[src/rtl/bcd_to_bin_seq.sv]
// Sequential packed-BCD to binary converter (reverse double-dabble, one bit per clock).
// Latency: BW+1 cycles from accepted start to done for a valid operand, 1 cycle for an invalid one.
// Backpressure: none; start is sampled only in IDLE, requests during CONV/DONE are dropped.
module bcd_to_bin_seq #(
   parameter int NDIG = 2,
   parameter int BW   = 7
) (
   input  logic              clk,
   input  logic              rst,
   input  logic              start,
   input  logic [4*NDIG-1:0] bcd_in,
   output logic              busy,
   output logic              done,
   output logic              err,
   output logic [BW-1:0]     bin_out
);

   localparam int CW = (BW > 1) ? $clog2(BW) : 1;
   localparam logic [CW-1:0] LAST = CW'(BW - 1);

   typedef enum logic [1:0] {IDLE, CONV, DONE} state_t;

   state_t            state;
   logic [CW-1:0]     cnt;
   logic [4*NDIG-1:0] bcd_sr;
   logic [4*NDIG-1:0] bcd_shf;
   logic [4*NDIG-1:0] bcd_nxt;
   logic [BW-1:0]     bin_sr;
   logic [BW-1:0]     bin_nxt;
   logic              bad;

   // One reverse double-dabble step: shift right, then pull every nibble >= 8 back by 3.
   always_comb begin
      bcd_shf = bcd_sr >> 1;
      bin_nxt = {bcd_sr[0], bin_sr[BW-1:1]};
      bcd_nxt = bcd_shf;
      for (int i = 0; i < NDIG; i++) begin
         if (bcd_shf[4*i +: 4] >= 4'd8)
            bcd_nxt[4*i +: 4] = bcd_shf[4*i +: 4] - 4'd3;
      end
   end

   always_comb begin
      bad = 1'b0;
      for (int i = 0; i < NDIG; i++) begin
         if (bcd_in[4*i +: 4] > 4'd9)
            bad = 1'b1;
      end
   end

   always_ff @(posedge clk or posedge rst) begin
      if (rst) begin
         state   <= IDLE;
         cnt     <= '0;
         bcd_sr  <= '0;
         bin_sr  <= '0;
         busy    <= 1'b0;
         done    <= 1'b0;
         err     <= 1'b0;
         bin_out <= '0;
      end else begin
         done <= 1'b0;
         case (state)
            IDLE: begin
               if (start) begin
                  if (bad) begin
                     state   <= DONE;
                     done    <= 1'b1;
                     err     <= 1'b1;
                     bin_out <= '0;
                  end else begin
                     state  <= CONV;
                     busy   <= 1'b1;
                     bcd_sr <= bcd_in;
                     bin_sr <= '0;
                     cnt    <= '0;
                  end
               end
            end
            CONV: begin
               bcd_sr <= bcd_nxt;
               bin_sr <= bin_nxt;
               cnt    <= cnt + CW'(1);
               if (cnt == LAST) begin
                  state   <= DONE;
                  busy    <= 1'b0;
                  done    <= 1'b1;
                  err     <= 1'b0;
                  bin_out <= bin_nxt;
               end
            end
            DONE: begin
               state <= IDLE;
            end
            default: begin
               state <= IDLE;
               busy  <= 1'b0;
            end
         endcase
      end
   end

endmodule

[config.mk]
export PLATFORM = sky130hd
export DESIGN_NAME = bcd_to_bin_seq
export DESIGN_NICKNAME = d
export VERILOG_FILES = /design/src/rtl/bcd_to_bin_seq.sv
export SDC_FILE = /design/constraint.sdc
export NUM_CORES = 1
export LEC_CHECK = 0
export ABC_CLOCK_PERIOD_IN_PS = 1370
export CELL_PAD_IN_SITES_DETAIL_PLACEMENT = 0
export CELL_PAD_IN_SITES_GLOBAL_PLACEMENT = 2
export CORE_AREA = 5 5 72 74
export CTS_BUF_LIST = sky130_fd_sc_hd__clkbuf_4
export CTS_CLUSTER_DIAMETER = 50
export DETAILED_ROUTE_END_ITERATION = 16
export DIE_AREA = 0 0 77 79
export GPL_TIMING_DRIVEN = 0
export PLACE_DENSITY = 0.81
export SYNTH_ARGS = -nofsm -noshare
export SYNTH_HDL_FRONTEND = slang
export SYNTH_SLANG_ARGS = --single-unit
export TNS_END_PERCENT = 100
[constraint.sdc]
create_clock -name clk -period 1.37 [get_ports clk]
set_input_delay 0.411 -clock clk [delete_from_list [all_inputs] [get_ports clk]]
set_output_delay 0.411 -clock clk [all_outputs]
set_load 0.005 [all_outputs]
# Word level (Yosys, flattened, before mapping)
# Cells that the tools add are included.
# W data, S select, Z words.
[totals]
reg_bits = 30
out_inout_bits = 10
[classes]
n_addsub = 3
magnitude_cmp = 4
n_eq_ne = 7
muxes = 32
bitwise_logic = 1
reduce_logical = 6
[ops]
columns = ["op", "count"]
rows = [
  ["$mux W7", 5],
  ["$pmux W7 S2", 2],
  ["$mux W8", 2],
  ["$pmux W8 S2", 1],
  ["$mux W1", 10],
  ["$gt A4 B4 Y1 const B", 2],
  ["$mux W4", 2],
  ["$ne A2 B2 Y1 const B", 4],
  ["$reduce_and A4 Y1", 2],
  ["$mux W2", 3],
  ["$mux W3", 2],
  ["$pmux W3 S2", 1],
  ["$ge A3 B4 Y1 const B", 1],
  ["$ge A4 B4 Y1 const B", 1],
  ["$pmux W1 S2", 2],
  ["$pmux W2 S2", 1],
  ["$sub A3 B2 Y4 const B", 1],
  ["$sub A4 B2 Y4 const B", 1],
  ["$add A3 B1 Y3 const B", 1],
  ["$eq A3 B3 Y1 const B", 1],
  ["$pmux W1 S3", 1],
  ["$reduce_and A3 Y1", 1],
  ["$eq A2 B1 Y1 const B", 1],
  ["$eq A2 B2 Y1 const B", 1],
  ["other kinds (4)", 4],
]

# Longest topological paths before layout
# Gate-level depths: netlist of the first run.
[logic_depth]
depth_word = 6
mapped_depth = 6
mapped_depth_nobuf = 6

# Worst setup path before layout of the first run
# Ideal clock, no wire load.
[synth_timing]
path_type = "reg2reg"
startpoint = "register cnt[0]"
endpoint = "register err"
setup_time_ps = 127
arrival_ps = 1260
required_time_ps = 1243
path_slack_ps = -17
path_stages_with_launch = 7
path_buffers = 0
synth_period_minus_slack_ps = 1387
cell_sequence = "dfrtp_1 > inv_1 > ha_1 > nand2_2 > nor2_1 > a21bo_2 > o21ai_0"
[synth_between]
elab_chain_len = 3
[synth_lines]
columns = ["element", "line_no", "rtl"]
rows = [
  ["from (decl)", "24", "logic [CW-1:0] cnt;"],
  ["from (signal assigned)", "83", "cnt <= cnt + CW'(1);"],
  ["$eq A3 B3 Y1", "84", "if (cnt == LAST) begin"],
  ["$ne A2 B2 Y1 (no line)", "n/a", ""],
  ["$reduce_and A4 Y1 (no line)", "n/a", ""],
  ["to (signal assigned)", "59", "err <= 1'b0;"],
  ["to (signal assigned)", "69", "err <= 1'b1;"],
  ["to (signal assigned)", "88", "err <= 1'b0;"],
  ["to (decl)", "14", "output logic err,"],
]
# Every way passes these cells.
# A chain may end at the register's enable or synchronous reset.

# Final worst setup path of the first run
[layout_timing]
startpoint = "input bcd_in[2]"
endpoint = "register cnt[2]"
[layout_between]
elab_chain_len = 5
[layout_lines]
columns = ["element", "line_no", "rtl"]
rows = [
  ["from (decl)", "11", "input logic [4*NDIG-1:0] bcd_in,"],
  ["$gt A4 B4 Y1", "46", "if (bcd_in[4*i +: 4] > 4'd9)"],
  ["$mux W1 (2 in series)", "46", ""],
  ["$ne A2 B2 Y1 (no line)", "n/a", ""],
  ["$reduce_and A3 Y1 (no line)", "n/a", ""],
]
# Every way passes these cells.

==> results.json, run 1 <==
{
  "outcome": "finished clean",
  "synth_mux_area_share_pct": 0.811,
  "area_growth_pct": 37.7,
  "whs_ps": 451,
  "synth_top_family_by_area": "compound AO/OA/AOI/OAI gates",
  "tightest_slew_ps": 629,
  "critPathMaxStageDelay_ps": 270,
  "die_h_um": 79,
  "final_max_slew_viol_count": 0,
  "overflow": 0,
  "root_buffer": "clkbuf_4",
  "cts_buffer_depth": 2,
  "post-route-period-util_pct": 98.9,
  "maxCapViolations": 0,
  "setup_viol": 0,
  "cp_data_arrival_time_ps": 1590,
  "cp.depth": 6,
  "grt_pass1_wl_mm": 5.67,
  "grt_max_degree": 30,
  "async_flop_share_pct": 100,
  "yosys_warnings": 0,
  "postRouteAntennaNets": 0,
  "ir_drop_mv": 0.836,
  "antenna_found_initial": 0,
  "synth_seq_cells": 29,
  "synth_compound_area_share_pct": 29.5,
  "period_needed_ps": 1350,
  "synth_top_cell_by_area": "dfrtp_1",
  "die_w_um": 77,
  "r2r_start": "cnt[1]",
  "r2r_cells": 5,
  "place_area_mm2": 0.00166,
  "die_area_mm2": 0.00608,
  "io-pin-count": 21,
  "min_path_cells": 3,
  "fin_nets": 187,
  "synth-simple-area-share_pct": 8.29,
  "synth_top_area_share_pct": 52.3,
  "cp-start-kind": "primary input",
  "cts_buffers": 5,
  "num_vias": 1189,
  "stdcell_area_mm2": 0.00191,
  "rsz0062_at_grt": "false",
  "synth_common_cells": "dfrtp_1, a22o_1, o21ai_0",
  "drc": 0,
  "dp_slack_ps": -684,
  "cp_num_buf_inv": 2,
  "cts_sinks": 29,
  "coreArea_mm2": 0.00454,
  "min_from": "start",
  "skew_ps": 9.90,
  "grt.total_usage_pct": 11.8,
  "crit_family": "compound AO/OA/AOI/OAI gates",
  "grt_pass1_vias": 1178,
  "synth_edf_count": 0,
  "drt_iter0_drc": 64,
  "end_kind": "flop",
  "dp_hpwl_mm": 2.20,
  "syn_area_per_cell_um2": 11.0,
  "gp_congestion": 0.790,
  "fin_util_pct": 42.2,
  "setup_ws_ps": 15.4,
  "cts_tree": "yes",
  "synth_area_leaders": "dfrtp_1, a22o_1, ha_1, o21ai_0, nor2_1",
  "hold_viol_final": 0,
  "required_ps": 1600,
  "finalSetupTns_ps": 0,
  "start_util_pct": 30.6,
  "slew_headroom_pct": 58.0,
  "crit_start": "bcd_in[2]",
  "clk-insertion-delay-late_ps": 340,
  "cp_max_fo": 5,
  "antenna_cells": 0,
  "drt-wirelength-per-cell_um": 15.0,
  "synthCells": 126,
  "portBuffers": 19,
  "yosysMostFrequentCell": "dfrtp_1",
  "hold_class": "in -> reg",
  "first_pass_iters": 4,
  "vias_per_cell": 5.24,
  "synth_nets": 141,
  "power_density_mw_per_mm2": 1940,
  "synth_adder_area_share_pct": 3.60,
  "synth_area_mm2": 0.00139,
  "fmax_ghz": 0.738,
  "cts_max_level": 2,
  "path_clk_slew_ps": 100,
  "fillers": 440,
  "layout-drive-gt1-share_pct": 35.3,
  "path_class": "in -> reg",
  "synthFlopType": "dfrtp_1",
  "num_rows": 25,
  "critical-path-slowest-cell": "dlygate4sd2_1",
  "leakage_nw": 0.884,
  "hold_buffers": 0,
  "synth_xor_area_share_pct": 1.26,
  "wl_mm": 3.39,
  "crit_chain": "dlygate4sd2_1, o21ai_4, a31oi_4, or2_1, buf_6, a22o_1",
  "seq_area_frac_synth_pct": 52.3,
  "synthDistinctLibCells": 33
}
repair_timing:
action	4_1_cts	5_1_grt
setup endpoints to repair	68	25
buffers inserted	12	6
cloned	1	1
resized for setup	44	24
endpoints found under the hold margin	0	0
pin swaps	6	3
tightest hold or removal path, delay by kind of cell:
family / cells / cell delay, ps
buf+inv: 1 / 170
simple gates: 2 / 170
flip-flops by register name, indices dropped and copies added, names as in the netlist:
name and count:
state 2, bin_sr 6, bin_out 7, done 1, bcd_sr 8, cnt 3
busy 1, err 1
per-layer routing:
layer / share of wire [%] / global-route usage, % / vias up
met2: 48 / 19.6 / 25
li1: - / - / 568
met5: 0 / 0 / -
met4: 1.4 / 3.61 / 0
met3: 5.4 / 4.54 / 7
met1: 45 / 14.2 / 589
where the power goes:
part / internal [mW] / switching, mW
combinational: 0.915 / 0.831
clock: 0.193 / 0.328
sequential: 1.17 / 0.270
total: 2.28 / 1.43
cells by family (layout without fill, tap and decap cells):
| logic type | count (synthesis) | count (layout) |
|---|---|---|
| adders and majority gates | 4 | 4 |
| xor gates and xnor gates | 2 | 2 |
| and+or+nand+nor | 23 | 24 |
| DFF | 29 | 29 |
| AOI/OAI and AO/OA | 54 | 54 |
| muxes | 1 | 1 |
| buffers and inverters | 13 | 59 |
per-stage QoR:
step,std cells,power (mW)
2_1_floorplan,126,2.36
3_3_place_gp,199,2.83
3_5_place_dp,199,2.87
4_1_cts,220,3.58
5_1_grt,227,4.01
6_report,227,3.71
placed cells by master, fill, tap and decap left out, drive strengths merged, types with 3 or more instances in the layout:
cell and n:
dfrtp 29, buf 23, a22o 21, clkbuf 16, o21ai 11, nor2 8, inv 6, nand2 6
clkdlybuf4s15 4, ha 4, a21oi 3, clkdlybuf4s50 3, dlygate4sd2 3, a31oi 3
worst paths after layout:
path	to	slack [ps]
max in group asynchronous	state[1]	490
worst min-delay path	busy	450
worst max register to register	bin_out[5]	50
min in group asynchronous	bcd_sr[0]	490
worst max-delay path	cnt[2]	20
worst min register to register	bin_sr[1]	510
area by class of cell:
class | count | area, um2 | share of cell area (%)
buffer | 6 | 51.3 | 2.68
clock buffer | 5 | 37.5 | 1.96
clock inverter | 3 | 17.5 | 0.916
inverter | 7 | 30.0 | 1.57
multi-input combinational | 85 | 699 | 36.6
sequential | 29 | 727 | 38.0
tap | 54 | 67.6 | 3.53
timing repair buffer | 38 | 282 | 14.7
Power figures use the tool's default switching activity.
==> inputs of run 2 (changes only) <==
Settings changed: SLEW_MARGIN set to 20.
==> results.json, run 2 (synthesized netlist as in run 1, its figures left out) <==
{
  "outcome": "finished clean",
  "comb_power_share_pct": 47.2,
  "vias_per_cell": 5.23,
  "worstReg2RegEnd": "bin_out[5]",
  "final_max_slew_viol_count": 0,
  "dp_cells": 199,
  "power_density_mw_per_mm2": 1940,
  "drt-wirelength-per-cell_um": 15.0,
  "cts_max_level": 2,
  "hold_viol_final": 0,
  "wl_mm": 3.42,
  "p_sw_share_pct": 38.5,
  "path_class": "in -> reg",
  "fin_nets": 188,
  "cts_sinks": 29,
  "top_register": "bcd_sr",
  "start_util_pct": 30.6,
  "largest_reg_flops": 8,
  "area_growth_pct": 37.7,
  "cts_buffers": 5,
  "gp_congestion": 0.790,
  "tightest_slew_ps": 603,
  "first_pass_iters": 4,
  "drt_iter0_drc": 71,
  "io-pin-count": 21,
  "grt_max_degree": 30,
  "pwr-share-seq_pct": 38.7,
  "required_ps": 1600,
  "crit_start": "bcd_in[2]",
  "setup_viol": 0,
  "num_rows": 25,
  "grt_pass1_wl_mm": 5.66,
  "fillers": 440,
  "post-route-period-util_pct": 99.4,
  "num_vias": 1192,
  "dp_hpwl_mm": 2.20,
  "period_needed_ps": 1360,
  "cp_data_arrival_time_ps": 1590,
  "ir_drop_mv": 0.824,
  "antenna_cells": 0,
  "clkPwrFrac_pct": 14.1,
  "r2r_start": "cnt[1]",
  "maxCapViolations": 0,
  "cts_buffer_depth": 2,
  "internal-power_mw": 2.28,
  "reg2reg_setup_slack_ps": 50,
  "r2r_cells": 5,
  "p_switching_mw": 1.43,
  "final_cell_mix": "dfrtp_1, a22o_1, buf_4, clkbuf_2, o21ai_0",
  "instances_no_fill": 228,
  "rsz0062_at_grt": "false",
  "drc": 0,
  "die_w_um": 77,
  "hold_buffers": 0,
  "die_area_mm2": 0.00608,
  "cts_tree": "yes",
  "postRouteAntennaNets": 0,
  "leakage_nw": 0.893,
  "path_clk_slew_ps": 100,
  "grt_pass1_vias": 1186,
  "portBuffers": 19,
  "final_common_cell": "dfrtp_1",
  "antenna_found_initial": 0,
  "hold_class": "in -> async",
  "overflow": 0,
  "finalSetupTns_ps": 0,
  "total_power_mw": 3.71,
  "skew_ps": 10.9,
  "clk-insertion-delay-late_ps": 340,
  "whs_ps": 449,
  "coreArea_mm2": 0.00454,
  "end_kind": "flop",
  "fmax_ghz": 0.734,
  "top_regs": "bcd_sr: 8 flops, bin_out: 7 flops, bin_sr: 6 flops",
  "cp-start-kind": "primary input",
  "grt.total_usage_pct": 11.8,
  "layout-drive-gt1-share_pct": 35.6,
  "slew_headroom_pct": 59.7,
  "die_h_um": 79,
  "cp_max_fo": 5,
  "root_buffer": "clkbuf_4"
}
==> run 2: changes by cell type in the layout (fill, tap and decap cells not counted) <==
| cell | change |
|---|---|
| inv_2 | +1 |
| buf_6 | -1 |
| clkinvlp_4 | -1 |
| buf_4 | +2 |
==> run 2: worst max path at each step <==
stage,cells past startpoint,to,slack [ps]
floorplan,5,cnt[2],7
global placement,5,bin_out[0],-630
detailed placement,5,bin_out[2],-680
CTS,4,bcd_sr[3],2
global route,6,cnt[2],3
finish,6,cnt[2],8
==> run 2: layer usage <==
metal | global-route usage [%] | wire length [um]
met2 | 19.4 | 1630
met5 | 0 | 0
met3 | 4.54 | 184
met4 | 3.61 | 30
met1 | 14.3 | 1570
==> run 2: layout make-up <==
cell class | instances | area [um2] | area share [%]
flip-flops and latches | 29 | 727 | 38.0
multi-input cells | 85 | 699 | 36.6
clock inverters | 3 | 17.5 | 0.916
repair buffers | 39 | 289 | 15.1
well taps | 54 | 67.6 | 3.53
clock buffers | 5 | 37.5 | 1.96
inverters | 7 | 26.3 | 1.37
plain buffers | 6 | 47.5 | 2.49
==> run 2: what timing repair did <==
action / in CTS / in global routing
resized for setup: 42 / 24
hold endpoints to repair: 0 / 0
setup buffers: 14 / 5
gates cloned: 1 / 1
pin swaps: 6 / 3
setup endpoints to repair: 39 / 25
==> run 2: critical path: stages <==
cell and delay, ps:
dlygate4sd2_1 270, o21ai_4 190, a31oi_4 110, or2_1 250, buf_6 140, a22o_1 230
==> run 2: power by group through the flow <==
stage	clock network, mW	logic, mW	registers (mW)
3_5_place_dp	0	1.42	1.45
6_report	0.522	1.75	1.44
4_1_cts	0.534	1.63	1.42
2_1_floorplan	0	0.972	1.39
3_3_place_gp	0	1.39	1.44
5_1_grt	0.586	1.94	1.48
==> run 2: per-stage QoR <==
stage	instance area, um2	utilization, %	worst slack, ps
final	1910	42.2	8.01
after global routing	1910	42.2	2.94
after CTS	1870	41.3	1.80
after detailed placement	1660	36.7	-684
after global placement	1660	36.7	-631
after floorplan	1410	-	6.86
